===== src/rtl/ps2_key_tracker_if.sv =====
// Key-event bus between the PS/2 tracker (master) and the decode/display stage (slave).
interface ps2_key_tracker_if;
  logic       evt_rd;
  logic       evt_valid;
  logic [7:0] evt_code;
  logic       evt_ext;
  logic       evt_brk;

  modport master (
    input  evt_rd,
    output evt_valid,
    output evt_code,
    output evt_ext,
    output evt_brk
  );

  modport slave (
    output evt_rd,
    input  evt_valid,
    input  evt_code,
    input  evt_ext,
    input  evt_brk
  );
endinterface


===== src/rtl/ps2_key_tracker.sv =====
// PS/2 receiver, E0/F0 prefix resolver, typematic filter and first-word-fall-through event FIFO.
// Optional inactivity watchdog on partial frames: define PS2_TIMEOUT_EN.
module ps2_key_tracker #(
  parameter int FIFO_DEPTH  = 8,
  parameter int CNT_W       = 8,
  parameter int TIMEOUT_CYC = 50000
) (
  input  logic                 clk,
  input  logic                 clrn,
  input  logic                 ps2_clk,
  input  logic                 ps2_data,
  ps2_key_tracker_if.master    evt,
  output logic                 key_held,
  output logic [7:0]           held_code,
  output logic                 held_ext,
  output logic [CNT_W-1:0]     press_count,
  output logic                 fifo_overflow,
  output logic                 frame_err
);

  localparam int AW = $clog2(FIFO_DEPTH);

  typedef enum logic [1:0] {
    ST_IDLE = 2'd0,
    ST_E0   = 2'd1,
    ST_F0   = 2'd2,
    ST_E0F0 = 2'd3
  } pfx_state_t;

  if ((FIFO_DEPTH < 2) || ((FIFO_DEPTH & (FIFO_DEPTH - 1)) != 0) || (TIMEOUT_CYC < 1)) begin : g_param_check
    $error("ps2_key_tracker: FIFO_DEPTH must be a power of 2 >= 2 and TIMEOUT_CYC >= 1");
  end

  function automatic logic odd_parity_ok(input logic [7:0] data, input logic par);
    return ^{data, par};
  endfunction

  function automatic logic is_silent(input logic [7:0] b);
    case (b)
      8'hAA, 8'hFA, 8'hEE, 8'hFE, 8'h00, 8'hFF: return 1'b1;
      default:                                  return 1'b0;
    endcase
  endfunction

  logic [1:0]  ps2_clk_sync_r;
  logic [1:0]  ps2_data_sync_r;
  logic        ps2_clk_prev_r;
  logic        fall_s;
  logic [10:0] shift_r;
  logic [3:0]  bit_cnt_r;
  logic [10:0] frame_s;
  logic        frame_ok_s;
  logic        byte_vld_r;
  logic [7:0]  byte_r;
  logic        frame_bad_r;
  logic        frame_err_r;
  logic        timeout_s;

  always_ff @(posedge clk or negedge clrn) begin
    if (!clrn) begin
      ps2_clk_sync_r  <= 2'b00;
      ps2_data_sync_r <= 2'b00;
      ps2_clk_prev_r  <= 1'b0;
    end else begin
      ps2_clk_sync_r  <= {ps2_clk_sync_r[0], ps2_clk};
      ps2_data_sync_r <= {ps2_data_sync_r[0], ps2_data};
      ps2_clk_prev_r  <= ps2_clk_sync_r[1];
    end
  end

  assign fall_s     = ps2_clk_prev_r & ~ps2_clk_sync_r[1];
  assign frame_s    = {ps2_data_sync_r[1], shift_r[10:1]};
  assign frame_ok_s = (frame_s[0] == 1'b0) && frame_s[10] && odd_parity_ok(frame_s[8:1], frame_s[9]);

`ifdef PS2_TIMEOUT_EN
  localparam int WD_W = $clog2(TIMEOUT_CYC + 1);
  logic [WD_W-1:0] wd_cnt_r;

  // Inactivity counter; only runs while a frame is partially received.
  always_ff @(posedge clk or negedge clrn) begin
    if (!clrn) begin
      wd_cnt_r <= {WD_W{1'b0}};
    end else if (fall_s || (bit_cnt_r == 4'd0)) begin
      wd_cnt_r <= {WD_W{1'b0}};
    end else begin
      wd_cnt_r <= wd_cnt_r + {{(WD_W-1){1'b0}}, 1'b1};
    end
  end

  assign timeout_s = (bit_cnt_r != 4'd0) && !fall_s && (wd_cnt_r == WD_W'(TIMEOUT_CYC - 1));
`else
  assign timeout_s = 1'b0;
`endif

  always_ff @(posedge clk or negedge clrn) begin
    if (!clrn) begin
      shift_r     <= 11'd0;
      bit_cnt_r   <= 4'd0;
      byte_vld_r  <= 1'b0;
      byte_r      <= 8'd0;
      frame_bad_r <= 1'b0;
      frame_err_r <= 1'b0;
    end else begin
      byte_vld_r  <= 1'b0;
      frame_bad_r <= 1'b0;
      frame_err_r <= timeout_s;
      if (timeout_s) begin
        shift_r   <= 11'd0;
        bit_cnt_r <= 4'd0;
      end else if (fall_s) begin
        shift_r <= frame_s;
        if (bit_cnt_r == 4'd10) begin
          bit_cnt_r   <= 4'd0;
          byte_r      <= frame_s[8:1];
          byte_vld_r  <= frame_ok_s;
          frame_bad_r <= !frame_ok_s;
          frame_err_r <= !frame_ok_s;
        end else begin
          bit_cnt_r <= bit_cnt_r + 4'd1;
        end
      end
    end
  end

  assign frame_err = frame_err_r;

  pfx_state_t state_r, state_nx_s;
  logic       emit_s, emit_ext_s, emit_brk_s;

  always_ff @(posedge clk or negedge clrn) begin
    if (!clrn) begin
      state_r <= ST_IDLE;
    end else begin
      state_r <= state_nx_s;
    end
  end

  // A rejected frame abandons any pending prefix.
  always_comb begin
    state_nx_s = state_r;
    if (frame_bad_r) begin
      state_nx_s = ST_IDLE;
    end else if (byte_vld_r) begin
      case (state_r)
        ST_IDLE: begin
          if (byte_r == 8'hE0) begin
            state_nx_s = ST_E0;
          end else if (byte_r == 8'hF0) begin
            state_nx_s = ST_F0;
          end else begin
            state_nx_s = ST_IDLE;
          end
        end
        ST_E0: begin
          if (byte_r == 8'hF0) begin
            state_nx_s = ST_E0F0;
          end else if (byte_r == 8'hE0) begin
            state_nx_s = ST_E0;
          end else begin
            state_nx_s = ST_IDLE;
          end
        end
        ST_F0:   state_nx_s = ST_IDLE;
        ST_E0F0: state_nx_s = ST_IDLE;
        default: state_nx_s = ST_IDLE;
      endcase
    end else begin
      state_nx_s = state_r;
    end
  end

  always_comb begin
    emit_s     = 1'b0;
    emit_ext_s = 1'b0;
    emit_brk_s = 1'b0;
    if (byte_vld_r) begin
      case (state_r)
        ST_IDLE: emit_s = (byte_r != 8'hE0) && (byte_r != 8'hF0) && !is_silent(byte_r);
        ST_E0: begin
          emit_s     = (byte_r != 8'hE0) && (byte_r != 8'hF0);
          emit_ext_s = 1'b1;
        end
        ST_F0: begin
          emit_s     = 1'b1;
          emit_brk_s = 1'b1;
        end
        ST_E0F0: begin
          emit_s     = 1'b1;
          emit_ext_s = 1'b1;
          emit_brk_s = 1'b1;
        end
        default: begin
          emit_s     = 1'b0;
          emit_ext_s = 1'b0;
          emit_brk_s = 1'b0;
        end
      endcase
    end else begin
      emit_s = 1'b0;
    end
  end

  logic       match_s;
  logic       push_r;
  logic [9:0] push_evt_r;

  assign match_s = key_held && (held_code == byte_r) && (held_ext == emit_ext_s);

  // Typematic filter: repeats of the held make vanish; breaks are always queued.
  always_ff @(posedge clk or negedge clrn) begin
    if (!clrn) begin
      push_r      <= 1'b0;
      push_evt_r  <= 10'd0;
      key_held    <= 1'b0;
      held_code   <= 8'd0;
      held_ext    <= 1'b0;
      press_count <= {CNT_W{1'b0}};
    end else begin
      push_r <= 1'b0;
      if (emit_s) begin
        push_evt_r <= {emit_ext_s, emit_brk_s, byte_r};
        if (emit_brk_s) begin
          push_r <= 1'b1;
          if (match_s) begin
            key_held <= 1'b0;
          end
        end else if (!match_s) begin
          push_r      <= 1'b1;
          press_count <= press_count + {{(CNT_W-1){1'b0}}, 1'b1};
          key_held    <= 1'b1;
          held_code   <= byte_r;
          held_ext    <= emit_ext_s;
        end
      end
    end
  end

  logic [9:0]  mem_r [FIFO_DEPTH];
  logic [AW:0] wr_ptr_r, rd_ptr_r;
  logic        empty_s, full_s, pop_s, push_ok_s;
  logic [9:0]  head_s;

  assign empty_s   = (wr_ptr_r == rd_ptr_r);
  assign full_s    = (wr_ptr_r[AW] != rd_ptr_r[AW]) && (wr_ptr_r[AW-1:0] == rd_ptr_r[AW-1:0]);
  assign pop_s     = evt.evt_rd && !empty_s;
  assign push_ok_s = push_r && (!full_s || pop_s);

  always_ff @(posedge clk or negedge clrn) begin
    if (!clrn) begin
      for (int i = 0; i < FIFO_DEPTH; i++) begin
        mem_r[i] <= 10'd0;
      end
      wr_ptr_r      <= {(AW+1){1'b0}};
      rd_ptr_r      <= {(AW+1){1'b0}};
      fifo_overflow <= 1'b0;
    end else begin
      if (push_ok_s) begin
        mem_r[wr_ptr_r[AW-1:0]] <= push_evt_r;
        wr_ptr_r <= wr_ptr_r + {{AW{1'b0}}, 1'b1};
      end
      if (pop_s) begin
        rd_ptr_r <= rd_ptr_r + {{AW{1'b0}}, 1'b1};
      end
      if (push_r && full_s && !pop_s) begin
        fifo_overflow <= 1'b1;
      end
    end
  end

  assign head_s        = mem_r[rd_ptr_r[AW-1:0]];
  assign evt.evt_valid = !empty_s;
  assign evt.evt_code  = head_s[7:0];
  assign evt.evt_brk   = head_s[8];
  assign evt.evt_ext   = head_s[9];

endmodule


===== src/flat_wrapper.sv =====
// flat-port wrapper written by rule: the top's interface ports become plain ports
module ps2_key_tracker_flat 
#(
  parameter int FIFO_DEPTH  = 8,
  parameter int CNT_W       = 8,
  parameter int TIMEOUT_CYC = 50000
)
  (clk, clrn, ps2_clk, ps2_data, key_held, held_code, held_ext, press_count, fifo_overflow, frame_err, evt_evt_rd, evt_evt_valid, evt_evt_code, evt_evt_ext, evt_evt_brk);
  ps2_key_tracker_if evt_i ();
  input  logic clk;
  input  logic clrn;
  input  logic ps2_clk;
  input  logic ps2_data;
  output logic key_held;
  output logic [7:0] held_code;
  output logic held_ext;
  output logic [CNT_W-1:0] press_count;
  output logic fifo_overflow;
  output logic frame_err;
  input wire logic [$bits(evt_i.evt_rd)-1:0] evt_evt_rd;
  output wire logic [$bits(evt_i.evt_valid)-1:0] evt_evt_valid;
  output wire logic [$bits(evt_i.evt_code)-1:0] evt_evt_code;
  output wire logic [$bits(evt_i.evt_ext)-1:0] evt_evt_ext;
  output wire logic [$bits(evt_i.evt_brk)-1:0] evt_evt_brk;
  assign evt_i.evt_rd = evt_evt_rd;
  assign evt_evt_valid = evt_i.evt_valid;
  assign evt_evt_code = evt_i.evt_code;
  assign evt_evt_ext = evt_i.evt_ext;
  assign evt_evt_brk = evt_i.evt_brk;
  ps2_key_tracker #(.FIFO_DEPTH(FIFO_DEPTH), .CNT_W(CNT_W), .TIMEOUT_CYC(TIMEOUT_CYC)) u_core (.clk(clk), .clrn(clrn), .ps2_clk(ps2_clk), .ps2_data(ps2_data), .evt(evt_i), .key_held(key_held), .held_code(held_code), .held_ext(held_ext), .press_count(press_count), .fifo_overflow(fifo_overflow), .frame_err(frame_err));
endmodule

===== config.mk =====
export PLATFORM = sky130hd
export DESIGN_NAME = ps2_key_tracker_flat
export DESIGN_NICKNAME = d
export VERILOG_FILES = /design/src/rtl/ps2_key_tracker_if.sv /design/src/rtl/ps2_key_tracker.sv /design/src/flat_wrapper.sv
export SDC_FILE = /design/constraint.sdc
export NUM_CORES = 1
export LEC_CHECK = 0
export CAP_MARGIN = 20
export CORE_MARGIN = 4
export CORE_UTILIZATION = 50
export DETAILED_ROUTE_END_ITERATION = 7
export HOLD_SLACK_MARGIN = 0.12
export PLACE_DENSITY = 0.74
export SLEW_MARGIN = 25
export SYNTH_ARGS = -nofsm -noshare
export SYNTH_HDL_FRONTEND = slang
export SYNTH_SLANG_ARGS = --single-unit

===== constraint.sdc =====
create_clock -name clk -period 3.09 [get_ports clk]
set_input_delay 0.618 -clock clk [delete_from_list [all_inputs] [get_ports clk]]
set_output_delay 0.618 -clock clk [all_outputs]
set_load 0.05 [all_outputs]

Word level (Yosys, flattened, before mapping)
Cells that the tools add are included.
- output and inout bits: 31
- input port bits: 5
- word-level logic and storage cells: 121
- register bits: 150
- mux-type cells: 33
- reductions and logical operators: 28
- add/sub/neg operators: 4
- eq/ne operators: 20
- bitwise operators: 7
- magnitude comparators: 3
- operator list (kind ; number):
    bitwise mux 80 bit ; 1
    equality test 8 bit, second input constant ; 7
    binary-select mux 10 bit (select 3 bit) ; 1
    demux 10 bit (select 3 bit) ; 1
    two-way mux 10 bit ; 3
    two-way mux 1 bit ; 19
    != test 8 bit, second input constant ; 2
    adder 4 x 1 -> 4 bit, second input constant ; 3
    logical AND 1 bit ; 12
    two-way mux 2 bit ; 5
    XOR reduction 9 bit ; 1
    adder 8 x 1 -> 8 bit, second input constant ; 1
    equality test 8 bit ; 1
    >= comparator 4 bit, second input constant ; 2
    zero test 8 bit ; 1
    inverter 3 -> 4 bit ; 2
    case mux 2 bit (3 select lines) ; 1
    AND reduction 3 bit ; 2
    OR reduction 6 bit ; 1
    zero test 1 bit ; 5
    equality test 2 bit, second input constant ; 2
    equality test 4 bit ; 1
    equality test 4 bit, second input constant ; 1
    less-than comparator 4 x 1 -> 1 bit, second input constant ; 1
    15 further kinds ; 19

Depth between registers and ports, before layout
- depth after elaboration: 10
- gate-level depth with buffers: 10
- depth with buffers taken out: 9

Worst setup path after synthesis
Ideal clock, no wire load.
- path kind: reg2reg
- from: register u_core.held_code[7]
- to: register u_core.held_code[0]
- period minus slack after synthesis: 2.512 ns
- stages on the path, launching flop included: 9
- setup slack: 0.578 ns
- data arrival time: 2.385 ns
- path buffers: 1
- required time: 2.962 ns
- library setup time: 0.128 ns
- cells stage by stage: dfrtp_1 > xor2_1 > nor4_1 > nand4_1 > or4_1 > ha_1 > nand4_2 > buf_6 > mux2_1
- cells in the longest elaborated chain, start to end: 5
- RTL lines (element ; line ; RTL):
    from (decl) ; ps2_key_tracker.sv:14 ; output logic [7:0] held_code,
    from (signal assigned) ; ps2_key_tracker.sv:231 ; held_code <= byte_r;
    equality test 8 bit ; ps2_key_tracker.sv:207 ; assign match_s = key_held && (held_code == byte_r) && (held_ext == emit_ext_s);
    logical AND 1 bit (2 in a row) ; ps2_key_tracker.sv:207 ;
    inverter 1 bit (no source line) ; -- ;
    AND reduction 3 bit (no source line) ; -- ;
No other way between the ends.
A chain may end at the register's enable or synchronous reset.

Worst setup path in the final report
- from: register u_core.rd_ptr_r[1]
- to: output evt_evt_code[5]
- cells in the longest elaborated chain, start to end: 4
- RTL lines (element ; line ; RTL):
    from (decl) ; ps2_key_tracker.sv:239 ; logic [AW:0] wr_ptr_r, rd_ptr_r;
    from (signal assigned) ; ps2_key_tracker.sv:254 ; rd_ptr_r <= {(AW+1){1'b0}};
    from (signal assigned) ; ps2_key_tracker.sv:262 ; rd_ptr_r <= rd_ptr_r + {{AW{1'b0}}, 1'b1};
    inverter 3 -> 4 bit (implied by the code) ; ps2_key_tracker.sv:270 ; assign head_s = mem_r[rd_ptr_r[AW-1:0]];
    binary-select mux 10 bit (select 3 bit) ; ps2_key_tracker.sv:270 ;
    two-way mux 10 bit (implied by the code) (2 in a row) ; ps2_key_tracker.sv:270 ;
    to (decl) ; flat_wrapper.sv:22 ; output wire logic [$bits(evt_i.evt_code)-1:0] evt_evt_code;
No other way between the ends. The select of a mux whose other input is x is not followed.

==> impl_metrics.env <==
export IMPL_power_frac_seq_pct=40.3
export IMPL_synth_seq_area_share_pct=54.9
export IMPL_synth_net_count=490
export IMPL_worst_path_buf_inv=2
export IMPL_async_reset_ff_share_pct=100
export IMPL_antenna_found_initial=0
export IMPL_cts_repair_resized=0
export IMPL_detailedRoute_firstIterationViolations=200
export IMPL_leakage_uw=0.00383
export IMPL_finalWirelength_um=13500
export IMPL_detailedPlacementHpwl_um=8950
export IMPL_cts_reportedPaths_clkPinSlew_ns=0.06
export IMPL_global_route_peak_usage_layer="met2"
export IMPL_power_density_over_the_cells_nw_per_um2=716
export IMPL_worstSkewPairLatency_ns=0.42
export IMPL_globalRouteMet3Util_pct=5.36
export IMPL_vdd_ir_drop_worst_mv=0.497
export IMPL_grt_pass1_wl_um=22700
export IMPL_critical_path_top_delay_family="flip-flops"
export IMPL_average_wire_per_standard_cell_um=18.8
export IMPL_netSwitchingPower_uw=1680
export IMPL_synth_seq_cells=149
export IMPL_place_gp_congestion=0.753
export IMPL_combinationalPowerShare_pct=19.6
export IMPL_htree_levels=4
export IMPL_crit_path_max_fanout=17
export IMPL_detailed_route_drc_error_count=0
export IMPL_synth_enable_flop_cells=0
export IMPL_power_share_clock_pct=40.1
export IMPL_via_per_inst=5.59
export IMPL_syn_avg_cell_area_um2=14.1
export IMPL_finish_net_count=538
export IMPL_period_minus_slack_ns=2.73
export IMPL_slowest_delay_ns=0.63
export IMPL_start_kind="flop"
export IMPL_required_ns=2.47
export IMPL_crit_chain="buf_12 > mux4_2 > mux2_2 > buf_4"
export IMPL_instances_no_fill=717
export IMPL_finalHoldViolations=0
export IMPL_cts_tree="done"
export IMPL_placeableCoreArea_um2=13300
export IMPL_max_slew_worst_pin_slew_ns=0.869
export IMPL_fp_dieArea_um2=15500
export IMPL_port_buffer_count=35
export IMPL_data_arrival_time_at_the_worst_slack_endpoint_ns=2.11
export IMPL_p_sw_share_pct=29.1
export IMPL_slew_viol_final=0
export IMPL_tritoncts_num_sinks=149
export IMPL_detailedRoute_firstPassIterationCount=6
export IMPL_synthDistinctLibCells=52
export IMPL_rr_startpoint="u_core.byte_r[7]"
export IMPL_antenna_cells_inserted=0
export IMPL_yosys_warnings=0
export IMPL_hold_path_class="in2async"
export IMPL_ys_dominant_reg_cell="sky130_fd_sc_hd__dfrtp_1"
export IMPL_final_setup_viol_count=0
export IMPL_area_growth_syn_to_layout_pct=18.7
export IMPL_grt_use_total_pct=18.5
export IMPL_ctsRootBufferMaster="sky130_fd_sc_hd__clkbuf_16"
export IMPL_worst_setup_path_type="reg2out"
export IMPL_cts_hold_buffers_added=0
export IMPL_endpoint_kind="output port"
export IMPL_std_cell_rows=42
export IMPL_sum_neg_setup_slack_ns=0
export IMPL_skew_ns=0.00721
export IMPL_cts_buffer_depth=2
export IMPL_netlist_instances=480
export IMPL_run_status="completed"
export IMPL_io_pin_count=36
export IMPL_use_met2_pct=30.3
export IMPL_layout_worst_path_cycle_share_pct=88.3
export IMPL_detailroute_via_count=4011
export IMPL_cts_buffers=17
export IMPL_fmax_mhz=367
export IMPL_timing_slew_headroom_pct=41.8
export IMPL_critical_path_startpoint="u_core.rd_ptr_r[1]"
export IMPL_grt_start_max_net_pins=67
export IMPL_cell_with_the_biggest_individual_delay_on_the_critical_path="sky130_fd_sc_hd__dfrtp_1"
export IMPL_fp_dieH_um=125
export IMPL_internal_power_uw=4090
export IMPL_grt_overflow=0
export IMPL_maxCapViolations=0
export IMPL_grt_use_met1_pct=23.7
export IMPL_route_antenna_remaining_nets=0
export IMPL_place_detailed_instances=685
export IMPL_synth_cell_area_um2=6790
export IMPL_netlist_top_cells_area="sky130_fd_sc_hd__dfrtp_1 55%, sky130_fd_sc_hd__mux2_2 18%, sky130_fd_sc_hd__mux4_2 6.6%, sky130_fd_sc_hd__xnor2_1 3.2%, sky130_fd_sc_hd__nand2_1 2.2%"
export IMPL_post_cts_repair_setup_buffers=0
export IMPL_grt_pass1_vias=4327
export IMPL_drive_gt1_share_pct=38.3
export IMPL_initial_utilization_pct=51.1
export IMPL_yosysTopAreaCellShare_pct=54.9
export IMPL_yosys_area_top_type="sky130_fd_sc_hd__dfrtp_1"
export IMPL_dieWidth_um=125
export IMPL_rsz_0062_raised_after_global_routing="false"
## metrics by stage
step                hold WS (ns)  worst slack (ns)  area (um2)  util [%]  total power, uW
floorplan                  0.322             0.578        6790         -             3140
global placement           0.333             0.491        7390      55.6             3460
detailed placement         0.338             0.446        7390      55.6             3510
CTS                        0.192             0.344        8060      60.6             5840
global route               0.207             0.259        8060      60.6             6050
finish                     0.172             0.363        8060      60.6             5770
## cells in the mapped netlist, types with 2 or more instances
library cell and number:
sky130_fd_sc_hd__buf_4 3, sky130_fd_sc_hd__xnor2_1 25, sky130_fd_sc_hd__nand3_1 13, sky130_fd_sc_hd__mux2_2 108, sky130_fd_sc_hd__a21oi_1 3, sky130_fd_sc_hd__clkbuf_1 9, sky130_fd_sc_hd__nor3b_1 3, sky130_fd_sc_hd__buf_2 8
sky130_fd_sc_hd__inv_1 7, sky130_fd_sc_hd__a211oi_1 2, sky130_fd_sc_hd__nand4_1 7, sky130_fd_sc_hd__nor3_1 2, sky130_fd_sc_hd__nor2_1 5, sky130_fd_sc_hd__and3_1 3, sky130_fd_sc_hd__mux4_2 20, sky130_fd_sc_hd__xor2_1 11
sky130_fd_sc_hd__dfrtp_1 149, sky130_fd_sc_hd__nor2b_1 3, sky130_fd_sc_hd__or2_2 2, sky130_fd_sc_hd__nand2_1 40, sky130_fd_sc_hd__or3_1 2, sky130_fd_sc_hd__nor3_4 3, sky130_fd_sc_hd__o21ai_0 6, sky130_fd_sc_hd__buf_6 2
sky130_fd_sc_hd__mux2i_1 2, sky130_fd_sc_hd__nand3_2 2, sky130_fd_sc_hd__ha_1 5, sky130_fd_sc_hd__mux2_1 9, sky130_fd_sc_hd__or4_1 3
## placed cells by master (no fill, tap or decap), drive strengths merged, types with 2 or more instances in the layout
| master | n |
|---|---|
| o21bai | 2 |
| mux4 | 20 |
| clkbuf | 19 |
| or2 | 2 |
| bufinv | 5 |
| nor3b | 3 |
| or3 | 2 |
| a21oi | 3 |
| clkinv | 4 |
| mux2 | 117 |
| xnor2 | 25 |
| mux2i | 2 |
| a211oi | 3 |
| nand2 | 41 |
| dfrtp | 149 |
| nor2b | 3 |
| or4 | 4 |
| xor2 | 11 |
| inv | 10 |
| and3 | 3 |
| nor4 | 3 |
| nand4 | 8 |
| nand3 | 15 |
| nor3 | 6 |
| nor2 | 7 |
| buf | 29 |
| clkdlybuf4s50 | 23 |
| ha | 5 |
| o21ai | 7 |
## power groups by stage
stage	Sequential, uW	Clock (uW)	Combinational [uW]
final	2330	2310	1130
after global routing	2360	2450	1250
after CTS	2330	2360	1160
after detailed placement	2360	0	1150
after global placement	2340	0	1120
after floorplan	2270	0	864
## flip-flops by register name, summed over array words and instances, names as in the netlist, 8 cells and up
signal,count
u_core.mem_r,80
u_core.push_evt_r,10
u_core.held_code,8
u_core.press_count,8
u_core.shift_r,10
u_core.byte_r,8
## kinds of logic after synthesis
kind of cell | count (synthesis) | synth area share (%)
XOR/XNOR | 36 | 4.64
AO/OA/AOI/OAI | 19 | 2.16
buffers and inverters | 30 | 2.21
AND/OR/NAND/NOR | 102 | 8.84
flip-flops | 149 | 54.9
multiplexers | 139 | 26.3
adder cells (fa/ha/maj) | 5 | 0.921
## per-layer routing
metal  routed length, um  part of all wire, %
met1                5980                   44
met2                6810                   51
met3                 510                  3.8
met4                 157                  1.2
met5                   0                    0
## path summary, 6_finish.rpt
path / to / slack, ns / cells past startpoint
setup reg to reg: u_core.held_code[7] / 0.47 / 7
max in group asynchronous: u_core.mem_r[48] / 2.18 / 2
hold reg to reg: u_core.ps2_clk_sync_r[1] / 0.35 / 0
hold / removal: u_core.mem_r[32] / 0.17 / 1
min in group clk: u_core.ps2_clk_sync_r[1] / 0.35 / 0
setup / recovery: evt_evt_code[5] / 0.36 / 4
## area by class of cell
cell class,count,area [um2]
multi-input combinational,301,2910
clock inverter,13,219
sequential,149,3730
tap,176,220
clock buffer,19,453
inverter,7,26.3
timing repair buffer,52,502
fill,1064,5230
(Power assumes the default switching activity.)
